$ cat src/rtl/vga_multiball_engine_pkg.sv
// vga_pkg: shared definitions for the multiball sprite engine.
//   - RGB_W, BLACK, SHADOW_RGB and the four-entry ball PALETTE
//   - ball_t: per-ball position and direction state
//   - ball_reset(): power-on placement of ball i
//   - axis_step(): one clamped bounce step along a single axis
// Optional feature macro: VGA_BALL_SHADOW_EN (renders a drop-shadow ring).
package vga_pkg;

  localparam int RGB_W = 6;
  localparam logic [RGB_W-1:0] BLACK      = '0;
  localparam logic [RGB_W-1:0] SHADOW_RGB = 6'b01_01_01;

  // Entry i is the colour of ball i, packed {R[1:0],G[1:0],B[1:0]}.
  localparam logic [3:0][RGB_W-1:0] PALETTE = {6'b00_11_00, 6'b11_00_11,
                                               6'b00_11_11, 6'b11_10_00};

`ifdef VGA_BALL_SHADOW_EN
  localparam bit SHADOW_ON = 1'b1;
`else
  localparam bit SHADOW_ON = 1'b0;
`endif

  typedef struct packed {
    logic [9:0] bx;
    logic [9:0] by;
    logic       dir_x;
    logic       dir_y;
  } ball_t;

  // Balls start spread diagonally with alternating directions so they
  // separate immediately after the first frame.
  function automatic ball_t ball_reset(input int i);
    ball_t b;
    b.bx    = 10'(160 + 96 * i);
    b.by    = 10'(120 + 64 * i);
    b.dir_x = ~i[0];
    b.dir_y = i[1];
    return b;
  endfunction

  // Returns {new_dir, new_pos}. Works in 11 bits so p + step can never wrap,
  // and clamps onto the bound instead of overshooting it.
  function automatic logic [10:0] axis_step(input logic [9:0]  p,
                                            input logic        dir,
                                            input logic [10:0] step,
                                            input logic [10:0] lo,
                                            input logic [10:0] hi);
    logic [10:0] p_ext;
    logic [10:0] nxt;
    logic [10:0] res;
    p_ext = {1'b0, p};
    nxt   = p_ext + step;
    if (dir) begin
      if (nxt >= hi) res = {1'b0, hi[9:0]};
      else           res = {1'b1, nxt[9:0]};
    end else begin
      if (p_ext <= lo + step) res = {1'b1, lo[9:0]};
      else                    res = {1'b0, p - step[9:0]};
    end
    return res;
  endfunction

endpackage

$ cat src/rtl/vga_multiball_engine_if.sv
// vga_multiball_engine_if: pixel-stream and control bundle of the sprite layer.
//   master: drives frame_start, x, y, video_active, bg_rgb, pause, speed_sel;
//           receives rgb, hit, update_busy, overrun.
//   slave : the engine side (mirror of master).
interface vga_multiball_engine_if;
  import vga_pkg::*;

  logic             frame_start;
  logic [9:0]       x;
  logic [9:0]       y;
  logic             video_active;
  logic [RGB_W-1:0] bg_rgb;
  logic             pause;
  logic [1:0]       speed_sel;
  logic [RGB_W-1:0] rgb;
  logic             hit;
  logic             update_busy;
  logic             overrun;

  modport master (output frame_start, x, y, video_active, bg_rgb, pause, speed_sel,
                  input  rgb, hit, update_busy, overrun);
  modport slave  (input  frame_start, x, y, video_active, bg_rgb, pause, speed_sel,
                  output rgb, hit, update_busy, overrun);
endinterface

$ cat src/rtl/vga_multiball_engine_ball_hit.sv
// vga_ball_hit: two-stage distance test of the current pixel against one ball.
//   clk, rst_n : pixel clock, async active-low reset
//   x, y       : current pixel coordinate
//   bx, by     : ball centre (live register values, no double-buffering)
//   body       : pixel lies inside the ball, 2 cycles after x/y
//   shad       : pixel lies inside the shadow ring radius (VGA_BALL_SHADOW_EN only)
// Stage 1 registers |dx|, |dy| and a bounding-box flag; stage 2 registers the
// squared-distance compares. The box check guarantees dx, dy fit in 5 bits.
module vga_ball_hit
  import vga_pkg::*;
#(
  parameter int RADIUS   = 20,
  parameter int SHADOW_W = 4
) (
  input  logic       clk,
  input  logic       rst_n,
  input  logic [9:0] x,
  input  logic [9:0] y,
  input  logic [9:0] bx,
  input  logic [9:0] by,
`ifdef VGA_BALL_SHADOW_EN
  output logic       shad,
`endif
  output logic       body
);

  localparam int         BOX   = RADIUS + (SHADOW_ON ? SHADOW_W : 0);
  localparam logic [9:0] BOX_L = 10'(BOX);
  localparam logic [10:0] R2   = 11'(RADIUS * RADIUS);
`ifdef VGA_BALL_SHADOW_EN
  localparam logic [10:0] S2   = 11'(BOX * BOX);
`endif

  logic [9:0]  dx_full, dy_full;
  logic [4:0]  dx_d, dx_q, dy_d, dy_q;
  logic        in_box_d, in_box_q;
  logic [10:0] dx_ext, dy_ext, d2;
  logic        body_d, body_q;
`ifdef VGA_BALL_SHADOW_EN
  logic        shad_d, shad_q;
`endif

  always_comb begin
    dx_full  = (x >= bx) ? (x - bx) : (bx - x);
    dy_full  = (y >= by) ? (y - by) : (by - y);
    in_box_d = (dx_full <= BOX_L) && (dy_full <= BOX_L);
    dx_d     = dx_full[4:0];
    dy_d     = dy_full[4:0];
    dx_ext   = {6'b0, dx_q};
    dy_ext   = {6'b0, dy_q};
    d2       = dx_ext * dx_ext + dy_ext * dy_ext;
    body_d   = in_box_q && (d2 <= R2);
`ifdef VGA_BALL_SHADOW_EN
    shad_d   = in_box_q && (d2 <= S2);
`endif
  end

  always_ff @(posedge clk or negedge rst_n) begin
    if (!rst_n) begin
      dx_q     <= '0;
      dy_q     <= '0;
      in_box_q <= 1'b0;
      body_q   <= 1'b0;
`ifdef VGA_BALL_SHADOW_EN
      shad_q   <= 1'b0;
`endif
    end else begin
      dx_q     <= dx_d;
      dy_q     <= dy_d;
      in_box_q <= in_box_d;
      body_q   <= body_d;
`ifdef VGA_BALL_SHADOW_EN
      shad_q   <= shad_d;
`endif
    end
  end

  assign body = body_q;
`ifdef VGA_BALL_SHADOW_EN
  assign shad = shad_q;
`endif

endmodule

$ cat src/rtl/vga_multiball_engine.sv
// vga_multiball_engine: animates N_BALLS bouncing balls and composites them
// over the upstream background colour.
//   clk, rst_n : pixel clock, async active-low reset
//   bus (slave): frame_start/x/y/video_active/bg_rgb/pause/speed_sel in,
//                rgb/hit (2-cycle latency), update_busy, sticky overrun out
// Positions are updated one ball per cycle after each accepted frame_start.
// Optional feature macro: VGA_BALL_SHADOW_EN (drop-shadow ring under balls).
module vga_multiball_engine
  import vga_pkg::*;
#(
  parameter int N_BALLS  = 4,
  parameter int RADIUS   = 20,
  parameter int SHADOW_W = 4,
  parameter int H_ACTIVE = 640,
  parameter int V_ACTIVE = 480
) (
  input logic                  clk,
  input logic                  rst_n,
  vga_multiball_engine_if.slave bus
);

  localparam logic [10:0] LO   = 11'(RADIUS);
  localparam logic [10:0] HI_X = 11'(H_ACTIVE - 1 - RADIUS);
  localparam logic [10:0] HI_Y = 11'(V_ACTIVE - 1 - RADIUS);

  localparam logic [0:0] ST_IDLE   = 1'b0;
  localparam logic [0:0] ST_UPDATE = 1'b1;

  logic [0:0]               state_q, state_d;
  logic [1:0]               idx_q, idx_d;
  logic                     overrun_q, overrun_d;
  logic                     rst_done_q;
  ball_t [N_BALLS-1:0]      balls_q, balls_d;
  logic [1:0]               shift;
  logic [10:0]              step_x, step_y;
  logic [10:0]              nx, ny;

  logic                     va_p1_d, va_p1_q, va_p2_d, va_p2_q;
  logic [RGB_W-1:0]         bg_p1_d, bg_p1_q, bg_p2_d, bg_p2_q;
  logic [N_BALLS-1:0]       body;
`ifdef VGA_BALL_SHADOW_EN
  logic [N_BALLS-1:0]       shad;
`endif
  logic [RGB_W-1:0]         rgb_c;
  logic                     hit_c;

  // Step sizes depend on the ball being updated; speed_sel 3 saturates to 2.
  always_comb begin
    shift = (bus.speed_sel == 2'd3) ? 2'd2 : bus.speed_sel;
    case (idx_q)
      2'd1:    step_x = 11'd2;
      2'd2:    step_x = 11'd3;
      default: step_x = 11'd1;
    endcase
    step_x = step_x << shift;
    step_y = (idx_q[0] ? 11'd3 : 11'd2) << shift;
  end

  // Update sequencer. rst_done_q masks a frame_start coinciding with the
  // first clock after reset release.
  always_comb begin
    state_d   = state_q;
    idx_d     = idx_q;
    overrun_d = overrun_q;
    balls_d   = balls_q;
    nx        = '0;
    ny        = '0;
    if (state_q == ST_IDLE) begin
      if (bus.frame_start && rst_done_q && !bus.pause) begin
        state_d = ST_UPDATE;
        idx_d   = 2'd0;
      end
    end else begin
      if (bus.frame_start) overrun_d = 1'b1;
      for (int i = 0; i < N_BALLS; i++) begin
        if (idx_q == 2'(i)) begin
          nx = axis_step(balls_q[i].bx, balls_q[i].dir_x, step_x, LO, HI_X);
          ny = axis_step(balls_q[i].by, balls_q[i].dir_y, step_y, LO, HI_Y);
          balls_d[i].bx    = nx[9:0];
          balls_d[i].dir_x = nx[10];
          balls_d[i].by    = ny[9:0];
          balls_d[i].dir_y = ny[10];
        end
      end
      if (idx_q == 2'(N_BALLS - 1)) state_d = ST_IDLE;
      else                          idx_d   = idx_q + 2'd1;
    end
  end

  always_ff @(posedge clk or negedge rst_n) begin
    if (!rst_n) begin
      state_q    <= ST_IDLE;
      idx_q      <= 2'd0;
      overrun_q  <= 1'b0;
      rst_done_q <= 1'b0;
      for (int i = 0; i < N_BALLS; i++) balls_q[i] <= ball_reset(i);
    end else begin
      state_q    <= state_d;
      idx_q      <= idx_d;
      overrun_q  <= overrun_d;
      rst_done_q <= 1'b1;
      balls_q    <= balls_d;
    end
  end

  genvar g;
  generate
    for (g = 0; g < N_BALLS; g++) begin : g_ball
      vga_ball_hit #(
        .RADIUS   (RADIUS),
        .SHADOW_W (SHADOW_W)
      ) u_hit (
        .clk   (clk),
        .rst_n (rst_n),
        .x     (bus.x),
        .y     (bus.y),
        .bx    (balls_q[g].bx),
        .by    (balls_q[g].by),
`ifdef VGA_BALL_SHADOW_EN
        .shad  (shad[g]),
`endif
        .body  (body[g])
      );
    end
  endgenerate

  // video_active and background ride alongside the two hit-test stages.
  always_comb begin
    va_p1_d = bus.video_active;
    bg_p1_d = bus.bg_rgb;
    va_p2_d = va_p1_q;
    bg_p2_d = bg_p1_q;
  end

  always_ff @(posedge clk or negedge rst_n) begin
    if (!rst_n) begin
      va_p1_q <= 1'b0;
      va_p2_q <= 1'b0;
      bg_p1_q <= '0;
      bg_p2_q <= '0;
    end else begin
      va_p1_q <= va_p1_d;
      va_p2_q <= va_p2_d;
      bg_p1_q <= bg_p1_d;
      bg_p2_q <= bg_p2_d;
    end
  end

  // Later assignments win: background, then shadow, then bodies from the
  // highest index down so the lowest-index ball ends on top.
  always_comb begin
    rgb_c = BLACK;
    hit_c = 1'b0;
    if (va_p2_q) begin
      rgb_c = bg_p2_q;
`ifdef VGA_BALL_SHADOW_EN
      if (|shad) rgb_c = SHADOW_RGB;
`endif
      for (int i = N_BALLS - 1; i >= 0; i--) begin
        if (body[i]) rgb_c = PALETTE[i];
      end
      hit_c = |body;
    end
  end

  assign bus.rgb         = rgb_c;
  assign bus.hit         = hit_c;
  assign bus.update_busy = (state_q == ST_UPDATE);
  assign bus.overrun     = overrun_q;

endmodule

$ cat src/flat_wrapper.sv
// flat-port wrapper written by rule: the top's interface ports become plain ports
module vga_multiball_engine_flat import vga_pkg::*;
#(
  parameter int N_BALLS  = 4,
  parameter int RADIUS   = 20,
  parameter int SHADOW_W = 4,
  parameter int H_ACTIVE = 640,
  parameter int V_ACTIVE = 480
)
  (clk, rst_n, bus_frame_start, bus_x, bus_y, bus_video_active, bus_bg_rgb, bus_pause, bus_speed_sel, bus_rgb, bus_hit, bus_update_busy, bus_overrun);
  vga_multiball_engine_if bus_i ();
  input logic clk;
  input logic rst_n;
  input wire logic [$bits(bus_i.frame_start)-1:0] bus_frame_start;
  input wire logic [$bits(bus_i.x)-1:0] bus_x;
  input wire logic [$bits(bus_i.y)-1:0] bus_y;
  input wire logic [$bits(bus_i.video_active)-1:0] bus_video_active;
  input wire logic [$bits(bus_i.bg_rgb)-1:0] bus_bg_rgb;
  input wire logic [$bits(bus_i.pause)-1:0] bus_pause;
  input wire logic [$bits(bus_i.speed_sel)-1:0] bus_speed_sel;
  output wire logic [$bits(bus_i.rgb)-1:0] bus_rgb;
  output wire logic [$bits(bus_i.hit)-1:0] bus_hit;
  output wire logic [$bits(bus_i.update_busy)-1:0] bus_update_busy;
  output wire logic [$bits(bus_i.overrun)-1:0] bus_overrun;
  assign bus_i.frame_start = bus_frame_start;
  assign bus_i.x = bus_x;
  assign bus_i.y = bus_y;
  assign bus_i.video_active = bus_video_active;
  assign bus_i.bg_rgb = bus_bg_rgb;
  assign bus_i.pause = bus_pause;
  assign bus_i.speed_sel = bus_speed_sel;
  assign bus_rgb = bus_i.rgb;
  assign bus_hit = bus_i.hit;
  assign bus_update_busy = bus_i.update_busy;
  assign bus_overrun = bus_i.overrun;
  vga_multiball_engine #(.N_BALLS(N_BALLS), .RADIUS(RADIUS), .SHADOW_W(SHADOW_W), .H_ACTIVE(H_ACTIVE), .V_ACTIVE(V_ACTIVE)) u_core (.clk(clk), .rst_n(rst_n), .bus(bus_i));
endmodule
$ cat config.mk
export PLATFORM = sky130hd
export DESIGN_NAME = vga_multiball_engine_flat
export DESIGN_NICKNAME = d
export VERILOG_FILES = /design/src/rtl/vga_multiball_engine_pkg.sv /design/src/rtl/vga_multiball_engine_if.sv /design/src/rtl/vga_multiball_engine_ball_hit.sv /design/src/rtl/vga_multiball_engine.sv /design/src/flat_wrapper.sv
export SDC_FILE = /design/constraint.sdc
export NUM_CORES = 1
export LEC_CHECK = 0
export BUFFER_PORTS_ARGS = -buffer_cell sky130_fd_sc_hd__buf_4
export CORE_UTILIZATION = 55
export CTS_CLUSTER_SIZE = 40
export DETAILED_ROUTE_END_ITERATION = 6
export PLACE_DENSITY = 0.71
export SETUP_SLACK_MARGIN = 0.4
export SYNTH_ARGS = -nofsm -noshare
export SYNTH_HDL_FRONTEND = slang
export SYNTH_HIERARCHICAL = 1
export SYNTH_SLANG_ARGS = --single-unit
$ cat constraint.sdc
create_clock -name clk -period 7.7 [get_ports clk]
set_input_delay 2.31 -clock clk [delete_from_list [all_inputs] [get_ports clk]]
set_output_delay 2.31 -clock clk [all_outputs]
set_load 0.01 [all_outputs]
* Word level (Yosys, flattened, before mapping)
Cells that the tools add are included.
** Operators by class
- Muxes and demuxes :: 47
- Equality and inequality tests :: 5
- Shift-type cells :: 2
- Multipliers :: 8
- Reduce and logical (&&, ||, !) cells :: 20
- Order comparisons :: 36
- Add/subtract/negate cells :: 39
** Operator list (number)
- 11-bit two-way mux :: 24
- 10-bit subtractor :: 24
- 10-bit by 11-bit adder with 11-bit output :: 8
- 10-bit by 11-bit <= comparator with 1-bit output :: 8
- 10-bit greater-or-equal comparator :: 8
- 10-bit by 5-bit <= comparator with 1-bit output, second input constant :: 8
- 5-bit by 5-bit multiplier with 10-bit output :: 8
- 10-bit two-way mux :: 8
- 10-bit by 10-bit adder with 11-bit output :: 4
- 11-bit by 10-bit greater-or-equal comparator with 1-bit output, second input constant :: 4
- 11-bit by 9-bit greater-or-equal comparator with 1-bit output, second input constant :: 4
- 11-bit by 9-bit <= comparator with 1-bit output, second input constant :: 4
- 6-bit two-way mux :: 5
- 5-bit by 11-bit adder with 11-bit output, first input constant :: 2
- 2-bit AND reduction :: 6
- 11-bit by 2-bit << shifter with 11-bit output :: 1
- 2-bit by 2-bit << shifter with 11-bit output :: 1
- 1-bit logical AND :: 10
- 2-bit two-way mux :: 4
- 2-bit equality test, second input constant :: 3
- 1-bit two-way mux :: 5
- 2-bit one-hot mux with 2 select lines :: 1
- 4-bit OR reduction :: 1
- 2-bit by 1-bit adder with 2-bit output, second input constant :: 1
- 5 further kinds :: 5
** Word-level totals
- Bits of input ports :: 33
- Bits in registers :: 155
- Output and inout port bits :: 9
- Logic and storage cells :: 197

* Depth between registers and ports, before layout
- Depth after elaboration :: 7
- Depth in mapped cells :: 18
- Depth with buffers taken out :: 18

* Modules after synthesis
Netlist, hierarchy kept.
** Modules (own cells, without submodules)
- vga_multiball_engine :: times used 1, sequential area each 2715.1 um^2, cells each 1421, area an instance 11408.4 um^2
- vga_ball_hit at u_core.g_ball[3].u_hit :: times used 1, sequential area each 300.3 um^2, cells each 449, area an instance 3628.5 um^2
- vga_ball_hit at u_core.g_ball[0].u_hit :: times used 1, sequential area each 300.3 um^2, cells each 420, area an instance 3533.4 um^2
- vga_ball_hit at u_core.g_ball[2].u_hit :: times used 1, sequential area each 300.3 um^2, cells each 421, area an instance 3473.3 um^2
- vga_ball_hit at u_core.g_ball[1].u_hit :: times used 1, sequential area each 300.3 um^2, cells each 407, area an instance 3394.5 um^2

* Worst setup path before layout
OpenSTA, ideal clock, no wires.
- Kind :: in2reg
- Start :: input bus_speed_sel[0]
- End :: register u_core/balls_q[22] (netlist bit)
- Arrival time :: 5.636 ns
- Stages :: 12
- Path buffers :: 0
- Library setup time :: 0.079 ns
- Data required time :: 7.621 ns
- Path slack :: 1.985 ns
- Path through :: inv_1 > o21ai_0 > inv_1 > fa_1 > nor2b_1 > o21bai_1 > a22oi_1 > o31a_1 > o32a_1 > o221ai_2 > and2_1 > a2bb2oi_1
** On the way
- Longest elaborated chain between the ends :: 7
- Elaborated cells between the ends (all ways) :: 10
- Those cells by class :: add/sub (2); order compare (2); eq/ne (1); shift (1); mux (4)
** Ends and longest elaborated chain
- start, declared :: line flat_wrapper.sv:20 : input wire logic [$bits(bus_i.speed_sel)-1:0] bus_speed_sel;
- 2-bit equality test :: line vga_multiball_engine.sv:49 : shift = (bus.speed_sel == 2'd3) ? 2'd2 : bus.speed_sel;
- 2-bit two-way mux (*) :: line vga_multiball_engine.sv:49
- 11-bit by 2-bit << shifter with 11-bit output (*) :: line vga_multiball_engine.sv:56 : step_y = (idx_q[0] ? 11'd3 : 11'd2) << shift;
- 5-bit by 11-bit adder with 11-bit output / 10-bit by 11-bit adder with 11-bit output (equally long branches) :: line vga_multiball_engine_pkg.sv:57, vga_multiball_engine_pkg.sv:52
- 10-bit by 11-bit <= comparator with 1-bit output / 11-bit by 9-bit greater-or-equal comparator with 1-bit output (equally long branches) :: line vga_multiball_engine_pkg.sv:57, vga_multiball_engine_pkg.sv:54
- 11-bit two-way mux, on equally long branches :: line vga_multiball_engine_pkg.sv:57, vga_multiball_engine_pkg.sv:54
- 11-bit two-way mux (*) :: line vga_multiball_engine_pkg.sv:53 : if (dir) begin
- end signal, assigned :: line vga_multiball_engine.sv:102 : balls_q <= balls_d;
- end, declared :: line vga_multiball_engine.sv:33 : ball_t [N_BALLS-1:0] balls_q, balls_d;
Mark *: on every way between the ends. The rest lies on a longest branch, timed or not.
A chain may end at the register's enable or synchronous reset.

* Worst setup path in the final report
- Start :: register u_core.g_ball[0].u_hit.dy_q[1]
- End :: register u_core.g_ball[0].u_hit.body_q
** On the way
- Longest elaborated chain between the ends :: 4
** Ends and longest elaborated chain
- start, declared :: line vga_multiball_engine_ball_hit.sv:35 : logic [4:0] dx_d, dx_q, dy_d, dy_q;
- start signal, assigned :: line vga_multiball_engine_ball_hit.sv:69 : dy_q <= dy_d;
- 5-bit by 5-bit multiplier with 10-bit output :: line vga_multiball_engine_ball_hit.sv:51 : d2 = dx_ext * dx_ext + dy_ext * dy_ext;
- 10-bit by 10-bit adder with 11-bit output :: line vga_multiball_engine_ball_hit.sv:51
- 11-bit by 9-bit <= comparator with 1-bit output :: line vga_multiball_engine_ball_hit.sv:52 : body_d = in_box_q && (d2 <= R2);
- 1-bit logical AND :: line vga_multiball_engine_ball_hit.sv:52
- via u_core.g_ball[0].u_hit.body_d :: line vga_multiball_engine_ball_hit.sv:38 : logic body_d, body_q;
- end signal, assigned :: line vga_multiball_engine_ball_hit.sv:71 : body_q <= body_d;
- end, declared :: line vga_multiball_engine_ball_hit.sv:38
The timed path passes the listed nets, and every way through them passes these cells.

==> impl_results.md <==
* Antenna-violating nets left at 0
* Number of vias per cell at 6.05
* Post-route fraction of the period consumed by the critical path at around 70%
* Slew @ Worst Pin at between 1 and 1.5 ns
* Worst slew margin relative to its limit at 30.3%
* Mapped Area at 25400 µm²
* Cell row count at around 80
* Cell seen most often among critical-path stages: sky130_fd_sc_hd__fa_1
* Number of sinks driven by the clock tree at 155
* Top fanout value on the critical path at 6
* Reg2reg start: u_core/g_ball[0].u_hit/dy_q[1]
* ANT cells at 0
* Root Driver: sky130_fd_sc_hd__clkbuf_16
* Longest individual stage delay on the worst path at ~0.70 ns
* Wirelength, routed at 65900 µm
* Setup bufs post-CTS at 0
* Required time at the worst-slack endpoint at roughly 8.0 ns
* RSZ-0062 raised after global routing: no
* Violated checks: design-rule violations
* Portion of synthesized cell area occupied by the leading cell type at around a fifth
* Vias in the first global route at between 20000 and 25000
* Die footprint at around 47000 µm²
* Type of destination of the critical path: flop
* Path category of the worst min-delay check: flop to flop
* Routed wire length per instance at ~18 µm
* Type of the worst setup path: flop to flop
* Synthesized flop and latch total at 155
* Async set-reset flop share out of synthesis at 100%
* Count of flip-flops with a built-in enable after synthesis at 0
* Final clock skew at roughly 0.018 ns
* Maximum number of pins on one net before global-route repair at 65
* Setup TNS at 0 ns
* Count of fill cells added during filler insertion at 4057
* Sequential fraction of the synthesis area at 15.4%
* Hold Path Origin: u_core/bg_p1_q[3]
* Primary FF master, synth: sky130_fd_sc_hd__dfrtp_1
* Final period demand of the worst path at roughly 5.5 ns
* Boundary pin count at 42
* Clock tree from TritonCTS: done
* Gates resized, CTS repair at 0
* Setup slack on the worst flop-to-flop path at ~2.2 ns
* Insertion delay of the later-clocked pin in the worst-skew pair at around 0.5 ns
* Ys Warns at 6
* Startpoint type of the worst setup path: flop
* Fraction of layout cells with a size suffix above 1 at 6.82%
* Largest cells by area after synthesis: sky130_fd_sc_hd__ha_1 (19%), sky130_fd_sc_hd__dfrtp_1 (12%), sky130_fd_sc_hd__fa_1 (9.1%)
* I/O Buffers at 41
* Number of buffers and inverters on the critical path at 3
* Final Max Slew Viols at 0
* Vias post-DR at about 22000
* Mean post-synth cell area at 8.16 µm²
* Number of failing setup endpoints in the final timing report at 0
* Post-detailed-placement half-perimeter wirelength at roughly 52000 µm
* Gpl congestion at roughly 0.94
* Most frequent standard cell in the layout excluding fill and tap cells: sky130_fd_sc_hd__inv_1
* Die Y at between 200 and 250 µm
* Max Root-Sink Buffers at 2
* Top delay family on crit path: adder cells
* Clock buffers created by TritonCTS at 17
* P&R area growth vs syn at 4.75%
* Core Box Area at 45500 µm²
* Overall routing resource usage at 28.6%
* Remaining global-route overflow at 0
* CP arrival at 5.84 ns
* First-pass GRT wire length at approximately 110000 µm
* Cell-by-cell listing of the critical path: nand2_1 -> inv_1 -> fa_1 -> inv_1 -> fa_1 -> fa_1 -> inv_1 -> fa_1 -> fa_1 -> ha_1 -> nor2b_1 -> o21ai_0 -> a21boi_1 -> o21a_1 -> nor2_1 -> xnor2_1 -> a31o_1 -> a2111oi_0
* CTS H-tree lvls at 4
* X dimension of the die at 217 µm
* Post-Syn Instances at a little over 3000
* Worst setup startpoint: u_core/g_ball[0].u_hit/dy_q[1]
* Number of violations of the max-capacitance limit at 0
* Number of iterations in the first detailed-routing pass at 7
* Maximum clock frequency at between 0.15 and 0.2 GHz
* Final-report hold violation count at 0
* Initial antenna violation count at 0
* Hold Buf Count CTS at 0
* Number of nets in the finished design at around 3600
* # DRC at 1
* Synth cell types at 135
* Most used cells in the layout excluding fill and tap cells: sky130_fd_sc_hd__inv_1 (419), sky130_fd_sc_hd__ha_1 (384), sky130_fd_sc_hd__a21oi_1 (232), sky130_fd_sc_hd__nor2_1 (186), sky130_fd_sc_hd__nand2_1 (177)
* Slowest cell on the critical path: sky130_fd_sc_hd__a2111oi_0
* Initial DRC count at 1602
* Result of the run: finished, violations left
* Cell type with the largest total area after synthesis: sky130_fd_sc_hd__ha_1
* Initial standard-cell utilization of the core at 55.9%
* Clock transition time at the flip-flop clock pins of the worst setup and hold paths at about 0.060 ns
-- sequential cells by signal, summed over array words and instances (netlist names) --
register and flops:
u_core/balls_q 88, u_core/bg_p1_q 6, u_core/bg_p2_q 6, u_core/bus.overrun 1
u_core/bus.update_busy 1, u_core/g_ball.u_hit/body 4, u_core/g_ball.u_hit/dx_q 20, u_core/g_ball.u_hit/dy_q 20
u_core/g_ball.u_hit/in_box_q 4, u_core/idx_q 2, u_core/rst_done_q 1, u_core/va_p1_q 1
u_core/va_p2_q 1
-- worst paths after layout --
path | to | cells past startpoint
setup / recovery | u_core/g_ball[0].u_hit/body | 18
hold / removal | u_core/bg_p2_q[3] | 0
setup reg to reg | u_core/g_ball[0].u_hit/body | 18
hold reg to reg | u_core/bg_p2_q[3] | 0
max in group asynchronous | u_core/balls_q[26] | 2
min in group asynchronous | u_core/g_ball[3].u_hit/dx_q[3] | 1
-- per-layer routing --
metal  up-vias  routed length [µm]  share of wire [%]  global-route usage (%)
met4         0                1900                2.9                    11.1
met5         -                   0                  0                       0
met3        97                3470                5.3                    3.09
met1     10800               30200                 46                    38.5
met2       695               30400                 46                    47.0
li1      10800                   -                  -                       -
-- synthesized netlist by cell type (54+ instances only) --
master	count
sky130_fd_sc_hd__ha_1	384
sky130_fd_sc_hd__a21o_1	65
sky130_fd_sc_hd__a21oi_1	232
sky130_fd_sc_hd__nand3_1	54
sky130_fd_sc_hd__fa_1	116
sky130_fd_sc_hd__clkbuf_1	64
sky130_fd_sc_hd__nor2b_1	77
sky130_fd_sc_hd__nand2_1	177
sky130_fd_sc_hd__nor3_1	74
sky130_fd_sc_hd__and2_1	71
sky130_fd_sc_hd__nor2_1	186
sky130_fd_sc_hd__dfrtp_1	125
sky130_fd_sc_hd__xnor2_1	74
sky130_fd_sc_hd__nand2b_1	54
sky130_fd_sc_hd__o21ai_0	149
sky130_fd_sc_hd__inv_1	419
-- logic make-up (layout without fill, tap and decap cells) --
| logic type | Yosys count | in the layout | share of synthesized area [%] |
|---|---|---|---|
| buf+inv | 539 | 501 | 8.50 |
| other cells | 2 | 18 | 0.0295 |
| flops | 155 | 155 | 15.4 |
| mux | 57 | 57 | 2.39 |
| compound gates | 889 | 889 | 24.0 |
| simple gates | 861 | 861 | 17.6 |
| xor+xnor | 115 | 115 | 4.02 |
| fa+ha+maj | 500 | 500 | 28.0 |
-- through the flow --
| stage | setup slack (ns) | utilization, % | hold WS, ns | std cells | area (µm²) |
|---|---|---|---|---|---|
| 3_3_place_gp | 1.85 | 57.3 | 0.334 | 3664 | 26000 |
| 5_1_grt | 1.73 | 58.6 | 0.359 | 3696 | 26600 |
| 3_5_place_dp | 1.80 | 57.3 | 0.336 | 3664 | 26000 |
| 4_1_cts | 2.06 | 58.6 | 0.350 | 3696 | 26600 |
| 2_1_floorplan | 1.98 | - | 0.331 | 3134 | 25500 |
| 6_report | 2.16 | 58.6 | 0.348 | 3696 | 26600 |
-- final cells by class --
cell class | instances | area (µm²) | area share, %
Clock buffer | 19 | 453 | 1.70
Clock inverter | 13 | 153 | 0.573
Inverter | 421 | 1580 | 5.93
Multi-Input combinational cell | 2440 | 19400 | 72.9
Sequential cell | 155 | 3920 | 14.7
Tap cell | 600 | 751 | 2.82
Timing Repair Buffer | 48 | 364 | 1.37
Power is left out: the tool's default activity adds up to more than one toggle a clock period on the data nets, which glitch-free logic cannot reach.
